## src/rtl/serial_alu_pkg.sv

```systemverilog
// Shared types and defaults for the bit-serial ALU datapath.
package serial_alu_pkg;

    typedef enum logic [1:0] {
        IDLE = 2'd0,
        RUN  = 2'd1,
        DONE = 2'd2
    } state_e;

    localparam int DEFAULT_WIDTH = 8;

endpackage

```

## src/rtl/full_adder.sv

```systemverilog
// Single 1-bit full-adder cell; the additive mirror of the 1-bit subtract cell.
module full_adder (
    input  logic a,
    input  logic b,
    input  logic cin,
    output logic s,
    output logic cout
);

    assign s    = a ^ b ^ cin;
    assign cout = (a & b) | (cin & (a ^ b));

endmodule

```

## src/rtl/serial_adder.sv

```systemverilog
// Bit-serial two's-complement adder: one full-adder cell, LSB first, one bit per clock,
// with valid/ready handshakes on both the operand and result sides.
module serial_adder
    import serial_alu_pkg::*;
#(
    parameter int WIDTH = DEFAULT_WIDTH
) (
    input  logic             clk,
    input  logic             rst,
    input  logic             in_valid,
    output logic             in_ready,
    input  logic [WIDTH-1:0] a,
    input  logic [WIDTH-1:0] b,
    output logic             out_valid,
    input  logic             out_ready,
    output logic [WIDTH-1:0] sum,
    output logic             cout,
    output logic             overflow
);

    localparam int               CW       = (WIDTH > 1) ? $clog2(WIDTH) : 1;
    localparam logic [CW-1:0]    LAST_BIT = CW'(WIDTH - 1);

    state_e           state_q,   state_d;
    logic [WIDTH-1:0] shift_a_q, shift_a_d;
    logic [WIDTH-1:0] shift_b_q, shift_b_d;
    logic [WIDTH-1:0] sum_sr_q,  sum_sr_d;
    logic [CW-1:0]    cnt_q,     cnt_d;
    logic             carry_q,   carry_d;
    logic             cmsb_q,    cmsb_d;
    logic [WIDTH-1:0] sum_q,     sum_d;
    logic             cout_q,    cout_d;

    logic             fa_s;
    logic             fa_cout;

    full_adder u_fa (
        .a    (shift_a_q[0]),
        .b    (shift_b_q[0]),
        .cin  (carry_q),
        .s    (fa_s),
        .cout (fa_cout)
    );

    // Next-state and datapath update for the IDLE/RUN/DONE sequencer.
    always_comb begin
        state_d   = state_q;
        shift_a_d = shift_a_q;
        shift_b_d = shift_b_q;
        sum_sr_d  = sum_sr_q;
        cnt_d     = cnt_q;
        carry_d   = carry_q;
        cmsb_d    = cmsb_q;
        sum_d     = sum_q;
        cout_d    = cout_q;
        case (state_q)
            IDLE: begin
                if (in_valid) begin
                    state_d   = RUN;
                    shift_a_d = a;
                    shift_b_d = b;
                    sum_sr_d  = '0;
                    cnt_d     = '0;
                    carry_d   = 1'b0;
                end else begin
                    state_d   = IDLE;
                end
            end
            RUN: begin
                sum_sr_d  = {fa_s, sum_sr_q[WIDTH-1:1]};
                carry_d   = fa_cout;
                shift_a_d = shift_a_q >> 1;
                shift_b_d = shift_b_q >> 1;
                // Last bit: the carry still in the flop is the carry into the MSB.
                if (cnt_q == LAST_BIT) begin
                    state_d = DONE;
                    cnt_d   = '0;
                    cmsb_d  = carry_q;
                    sum_d   = {fa_s, sum_sr_q[WIDTH-1:1]};
                    cout_d  = fa_cout;
                end else begin
                    state_d = RUN;
                    cnt_d   = cnt_q + CW'(1);
                end
            end
            DONE: begin
                if (out_ready) begin
                    state_d = IDLE;
                end else begin
                    state_d = DONE;
                end
            end
            default: begin
                state_d = IDLE;
            end
        endcase
    end

    // State and datapath registers with synchronous reset.
    always_ff @(posedge clk) begin
        if (rst) begin
            state_q   <= IDLE;
            shift_a_q <= '0;
            shift_b_q <= '0;
            sum_sr_q  <= '0;
            cnt_q     <= '0;
            carry_q   <= 1'b0;
            cmsb_q    <= 1'b0;
            sum_q     <= '0;
            cout_q    <= 1'b0;
        end else begin
            state_q   <= state_d;
            shift_a_q <= shift_a_d;
            shift_b_q <= shift_b_d;
            sum_sr_q  <= sum_sr_d;
            cnt_q     <= cnt_d;
            carry_q   <= carry_d;
            cmsb_q    <= cmsb_d;
            sum_q     <= sum_d;
            cout_q    <= cout_d;
        end
    end

    // Handshake flags are pure state decodes; in_ready is also held low during reset.
    assign in_ready  = (state_q == IDLE) && !rst;
    assign out_valid = (state_q == DONE);
    assign sum       = sum_q;
    assign cout      = cout_q;
    assign overflow  = cmsb_q ^ cout_q;

endmodule

```

## config.mk

```make
export PLATFORM = sky130hd
export DESIGN_NAME = serial_adder
export DESIGN_NICKNAME = d
export VERILOG_FILES = /design/src/rtl/serial_alu_pkg.sv /design/src/rtl/full_adder.sv /design/src/rtl/serial_adder.sv
export SDC_FILE = /design/constraint.sdc
export NUM_CORES = 1
export LEC_CHECK = 0
export ABC_AREA = 1
export BUFFER_PORTS_ARGS = -buffer_cell sky130_fd_sc_hd__buf_2
export CAP_MARGIN = 5
export CORE_MARGIN = 2
export CORE_UTILIZATION = 30
export DETAILED_ROUTE_END_ITERATION = 10
export PLACE_DENSITY = 0.51
export SLEW_MARGIN = 20
export SYNTH_ARGS = -nofsm -noshare
export SYNTH_HDL_FRONTEND = slang
export SYNTH_HIERARCHICAL = 1
export SYNTH_SLANG_ARGS = --single-unit
```

## constraint.sdc

```tcl
create_clock -name clk -period 1.5 [get_ports clk]
set_input_delay 0.075 -clock clk [delete_from_list [all_inputs] [get_ports clk]]
set_output_delay 0.075 -clock clk [all_outputs]
set_load 0.01 [all_outputs]
```

After elaboration in Yosys (flattened, before gate mapping)
Cells that the tools add are included.

Reduce and logical (&&, ||, !) cells: 6. Add/sub/neg operators: 1. Multiplexer cells: 15. Bitwise operators: 6. Eq/ne operators: 4.

Operator list (number): one-hot mux 8 bit (2 select lines) (3); two-way mux 8 bit (3); two-way mux 3 bit (2); one-hot mux 2 bit (3 select lines) (1); one-hot mux 3 bit (2 select lines) (1); two-way mux 2 bit (2); AND reduction 2 bit (2); adder 3 x 1 -> 3 bit (second input constant) (1); == test 3 bit (second input constant) (1); XOR 1 bit (3); AND 1 bit (2); == test 2 x 1 -> 1 bit (second input constant) (1); == test 2 bit (second input constant) (1); logical NOT 2 bit (1); two-way mux 1 bit (2); inequality test 2 bit (second input constant) (1); one-hot mux 1 bit (2 select lines) (1); nonzero test 2 bit (1); logical AND 1 bit (1); logical NOT 1 bit (1); OR 1 bit (1).

Output and inout port bits: 12. Flip-flop bits (word level): 40. Bits of input ports: 20. Logic and storage cells: 41.

Logic depth before layout (Yosys ltp)
Depth in word-level cells: 4. Depth in mapped cells: 7. Gate-level depth less buffers: 7.

By module
Netlist, hierarchy kept.

By module, submodules not included: serial_adder (area an instance 1906.8 um2, instances 1, sequential area each 780.7 um2, cells each 293); full_adder (area an instance 20.0 um2, instances 1, sequential area each 0.0 um2, cells each 1).

Worst setup path before layout
No wires, ideal clock.

Kind: register -> register. Start point: register cnt_q[0]. End point: register cmsb_q. Slack: 0.308 ns. Required time: 1.387 ns. Cell stages (with the launch flop): 8. Setup time: 0.113 ns. Buffers on the path: 1. Arrival time: 1.079 ns. Clock period less this slack: 1.192 ns. Cells stage by stage: dfxtp_1 > ha_1 > ha_1 > nand2_1 > buf_2 > nand2_1 > nand2_1 > nor2_1.

Longest elaborated chain between the ends: 2.

RTL lines: from (decl) (line serial_adder.sv:28) `logic [CW-1:0] cnt_q, cnt_d;`; from (signal assigned) (line serial_adder.sv:116) `cnt_q <= cnt_d;`; == test 3 bit (line serial_adder.sv:75) `if (cnt_q == LAST_BIT) begin`; AND reduction 2 bit (no line); to (signal assigned) (line serial_adder.sv:118) `cmsb_q <= cmsb_d;`; to (decl) (line serial_adder.sv:30) `logic cmsb_q, cmsb_d;`.

Every way passes these cells. A chain may end at the register's enable or synchronous reset.

Worst setup path in the final report
Start point: register state_q[1]. End point: output out_valid.

Longest elaborated chain between the ends: 1.

RTL lines: from (decl) (line serial_adder.sv:24) `state_e state_q, state_d;`; from (signal assigned) (line serial_adder.sv:112) `state_q <= state_d;`; == test 2 bit (line serial_adder.sv:126) `assign out_valid = (state_q == DONE);`; to (decl) (line serial_adder.sv:14) `output logic out_valid,`.

Every way passes these cells.

==> flow_metrics.py <==
metrics = {
    "sta": {
        "fmax_mhz": 724,
        "fin_crit_ns": 1.38,
        "clock_skew_ns": 0.00610,
        "rsz0062_at_grt": "no",
        "final-hold-violation-count": 0,
        "tns_ns": 0,
        "slew_viol_final": 0,
        "finalCritPeriodShare_pct": 92.1,
        "setup_slack_ns": 0.119,
        "setup_violations": 0,
        "worst_pin_slew_ns": 0.479,
        "slew_headroom_pct": 68.0,
    },
    "finish": {
        "drive_gt1_share_pct": 19.5,
        "mostFrequentLayoutCells": "nand2_1, nor2_1, inv_1",
        "nets": 350,
        "n_antenna_cell": 0,
        "syn2layout_area_growth_pct": 19.0,
        "final_common_cell": "nand2_1",
    },
    "worst_hold_path": {
        "holdPathStages": 4,
        "min_to": "state_q[1]",
        "hp-start": "out_ready",
        "hp-class": "input port to flop",
    },
    "power": {
        "p_clk_share_pct": 42.9,
        "powerDensity_mw_per_mm2": 1080,
        "ir_drop_v": 0.000498,
        "netSwitchingFraction_pct": 24.2,
        "p_int_w": 0.00187,
        "power.switching_w": 0.000597,
        "combPwrFrac_pct": 11.9,
        "seq_power_share_pct": 45.2,
        "p_leak_nw": 1.13,
    },
    "place": {
        "post-dp-hpwl_mm": 2.66,
        "portBuffers": 31,
        "gp_routability_congestion": 0.766,
        "dpl_worst_slack_ns": 0.153,
    },
    "drt": {
        "wl_per_cell_um": 9.61,
        "vias_per_cell": 4.14,
        "first_pass_iters": 4,
        "wirelength_mm": 3.89,
        "vias": 1678,
        "final_antenna_net_count": 0,
        "drc": 0,
        "drt_iter0_drc": 55,
    },
    "setup_path": {
        "cp_data_arrival_time_ns": 1.31,
        "path_max_fanout": 17,
        "cp-end-kind": "primary output",
        "cpPeakStageDelay_ns": 0.43,
        "r2r-start": "state_q[1]",
        "worst-path-buf-inv": 2,
        "reg2reg_to": "shift_a_q[6]",
        "r2r_slack_ns": 0.15,
        "crit_path_top_delay_cell": "dfxtp_1",
        "crit_family": "flip-flops",
        "cp-start-kind": "flop",
        "worstSetupPathType": "flop to primary output",
        "worstPathCellList": "inv_2 -> nor2_1 -> buf_2",
        "ff2ff_path_depth": 7,
        "cp.required_ns": 1.42,
    },
    "floorplan": {
        "die_w_um": 84.1,
        "core_mm2": 0.00628,
        "die_area_mm2": 0.00708,
        "io_pins": 32,
        "initial_core_util_pct": 30.7,
        "fp.dieH_um": 84.1,
        "num_rows": 29,
    },
    "global_route": {
        "antenna_found_initial": 0,
        "grt_max_degree": 26,
        "track_usage_pct": 11.6,
        "grt_pass1_wl_mm": 6.60,
        "first_global_vias": 1451,
        "grt_overflow": 0,
    },
    "clock_network": {
        "clkLatencyLatePin_ns": 0.29,
        "h-tree-depth": 2,
        "post_cts_buffers": 0,
        "cts_tree": "done",
        "clock_sinks": 39,
        "hold_buffers": 0,
        "clk_pin_slew_ns": 0.08,
        "clockBufferDepth": 2,
        "cts_buffers": 5,
        "ctsResizeCount": 0,
        "cts_root_buffer": "clkbuf_8",
    },
    "synthesis": {
        "synth_cells": 294,
        "ys_warn_count": 6,
        "synth_area_mm2": 0.00193,
        "syn_avg_cell_area_um2": 6.55,
        "yosysUniqueCellTypes": 21,
        "syn_nets": 317,
        "ys_seq_elements": 39,
        "seq_area_frac_synth_pct": 40.5,
    },
    "job": {
        "cap_violations": 0,
    },
    "run_status": {
        "status": "finished, final reports clean",
    },
}
[state kept, by name, summed over array words and instances, names as in the netlist]
signal     flops
cmsb_q         1
cnt_q          3
cout           1
shift_b_q      8
sum_sr_q       7
carry_q        1
state_q        2
shift_a_q      8
sum            8
[logic make-up (layout without fill, tap and decap cells)]
| group | after synthesis | after routing | synth area share, % |
|---|---|---|---|
| XOR/XNOR | 1 | 1 | 0.455 |
| AO/OA/AOI/OAI | 15 | 15 | 5.45 |
| AND/OR/NAND/NOR | 176 | 176 | 36.9 |
| adder cells (fa/ha/maj) | 3 | 3 | 2.34 |
| buffers and inverters | 60 | 94 | 14.3 |
| flip-flops | 39 | 39 | 40.5 |
[synth_stat cells]
master | number | area, µm²
a21oi_1 | 9 | 45.0
a21oi_2 | 5 | 43.8
buf_2 | 7 | 35.0
buf_4 | 1 | 7.51
buf_6 | 5 | 56.3
clkbuf_1 | 1 | 3.75
dfxtp_1 | 39 | 781
fa_1 | 1 | 20.0
ha_1 | 2 | 25.0
inv_1 | 44 | 165
inv_2 | 2 | 7.51
nand2_1 | 107 | 402
nand2_2 | 5 | 31.3
nand2_4 | 1 | 11.3
nand3_1 | 16 | 80.1
nor2_1 | 44 | 165
nor2_2 | 1 | 6.26
nor2_4 | 1 | 11.3
nor3_1 | 1 | 5.00
o21ai_4 | 1 | 16.3
xor2_1 | 1 | 8.76
[worst max path at each step]
| stage | slack [ns] | end | startpoint | depth (start not counted) |
|---|---|---|---|---|
| global placement | 0.14 | shift_b_q[0] | state_q[1] | 7 |
| global route | 0.03 | out_valid | state_q[1] | 3 |
| CTS | 0.12 | out_valid | state_q[1] | 3 |
| finish | 0.12 | out_valid | state_q[1] | 3 |
| floorplan | 0.31 | cmsb_q | cnt_q[0] | 7 |
| detailed placement | 0.15 | shift_b_q[0] | state_q[1] | 7 |
[metrics by stage]
step	util (%)	std cells	total power, W	hold slack (ns)	cell area [µm²]
3_5_place_dp	34.3	397	0.00144	0.359	2160
4_1_cts	36.5	405	0.00250	0.0518	2290
6_report	36.5	405	0.00246	0.0564	2290
5_1_grt	36.5	405	0.00258	0.0676	2290
3_3_place_gp	34.3	397	0.00143	0.371	2160
2_1_floorplan	-	294	0.00136	0.222	1930
[per-layer routing]
layer | part of all wire [%] | global-route usage, % | vias up
met2 | 41 | 16.7 | 39
met1 | 52 | 16.5 | 710
met4 | 1.3 | 5.28 | 0
li1 | - | - | 925
met5 | 0 | 0 | -
met3 | 5.3 | 2.85 | 4
[worst reg2reg max path, delay by kind of cell (launching register included)]
kind | cells | cell delay [ns]
simple gates | 5 | 0.39
flops | 1 | 0.37
buf+inv | 2 | 0.51
[final cells by class]
class	count	area [µm²]
flip-flops and latches	39	781
inverters	46	173
multi-input cells	195	871
fillers	683	3990
clock buffers	5	68.8
repair buffers	40	235
clock inverters	3	67.6
well taps	77	96.3
[power by group through the flow]
stage	clock network, W	logic (W)	registers (W)
after floorplan	0	0.000231	0.00113
after detailed placement	0	0.000298	0.00114
after global placement	0	0.000298	0.00114
after CTS	0.00109	0.000299	0.00111
final	0.00106	0.000294	0.00111
after global routing	0.00112	0.000340	0.00112
No activity file was read; power rests on OpenSTA's default activity.
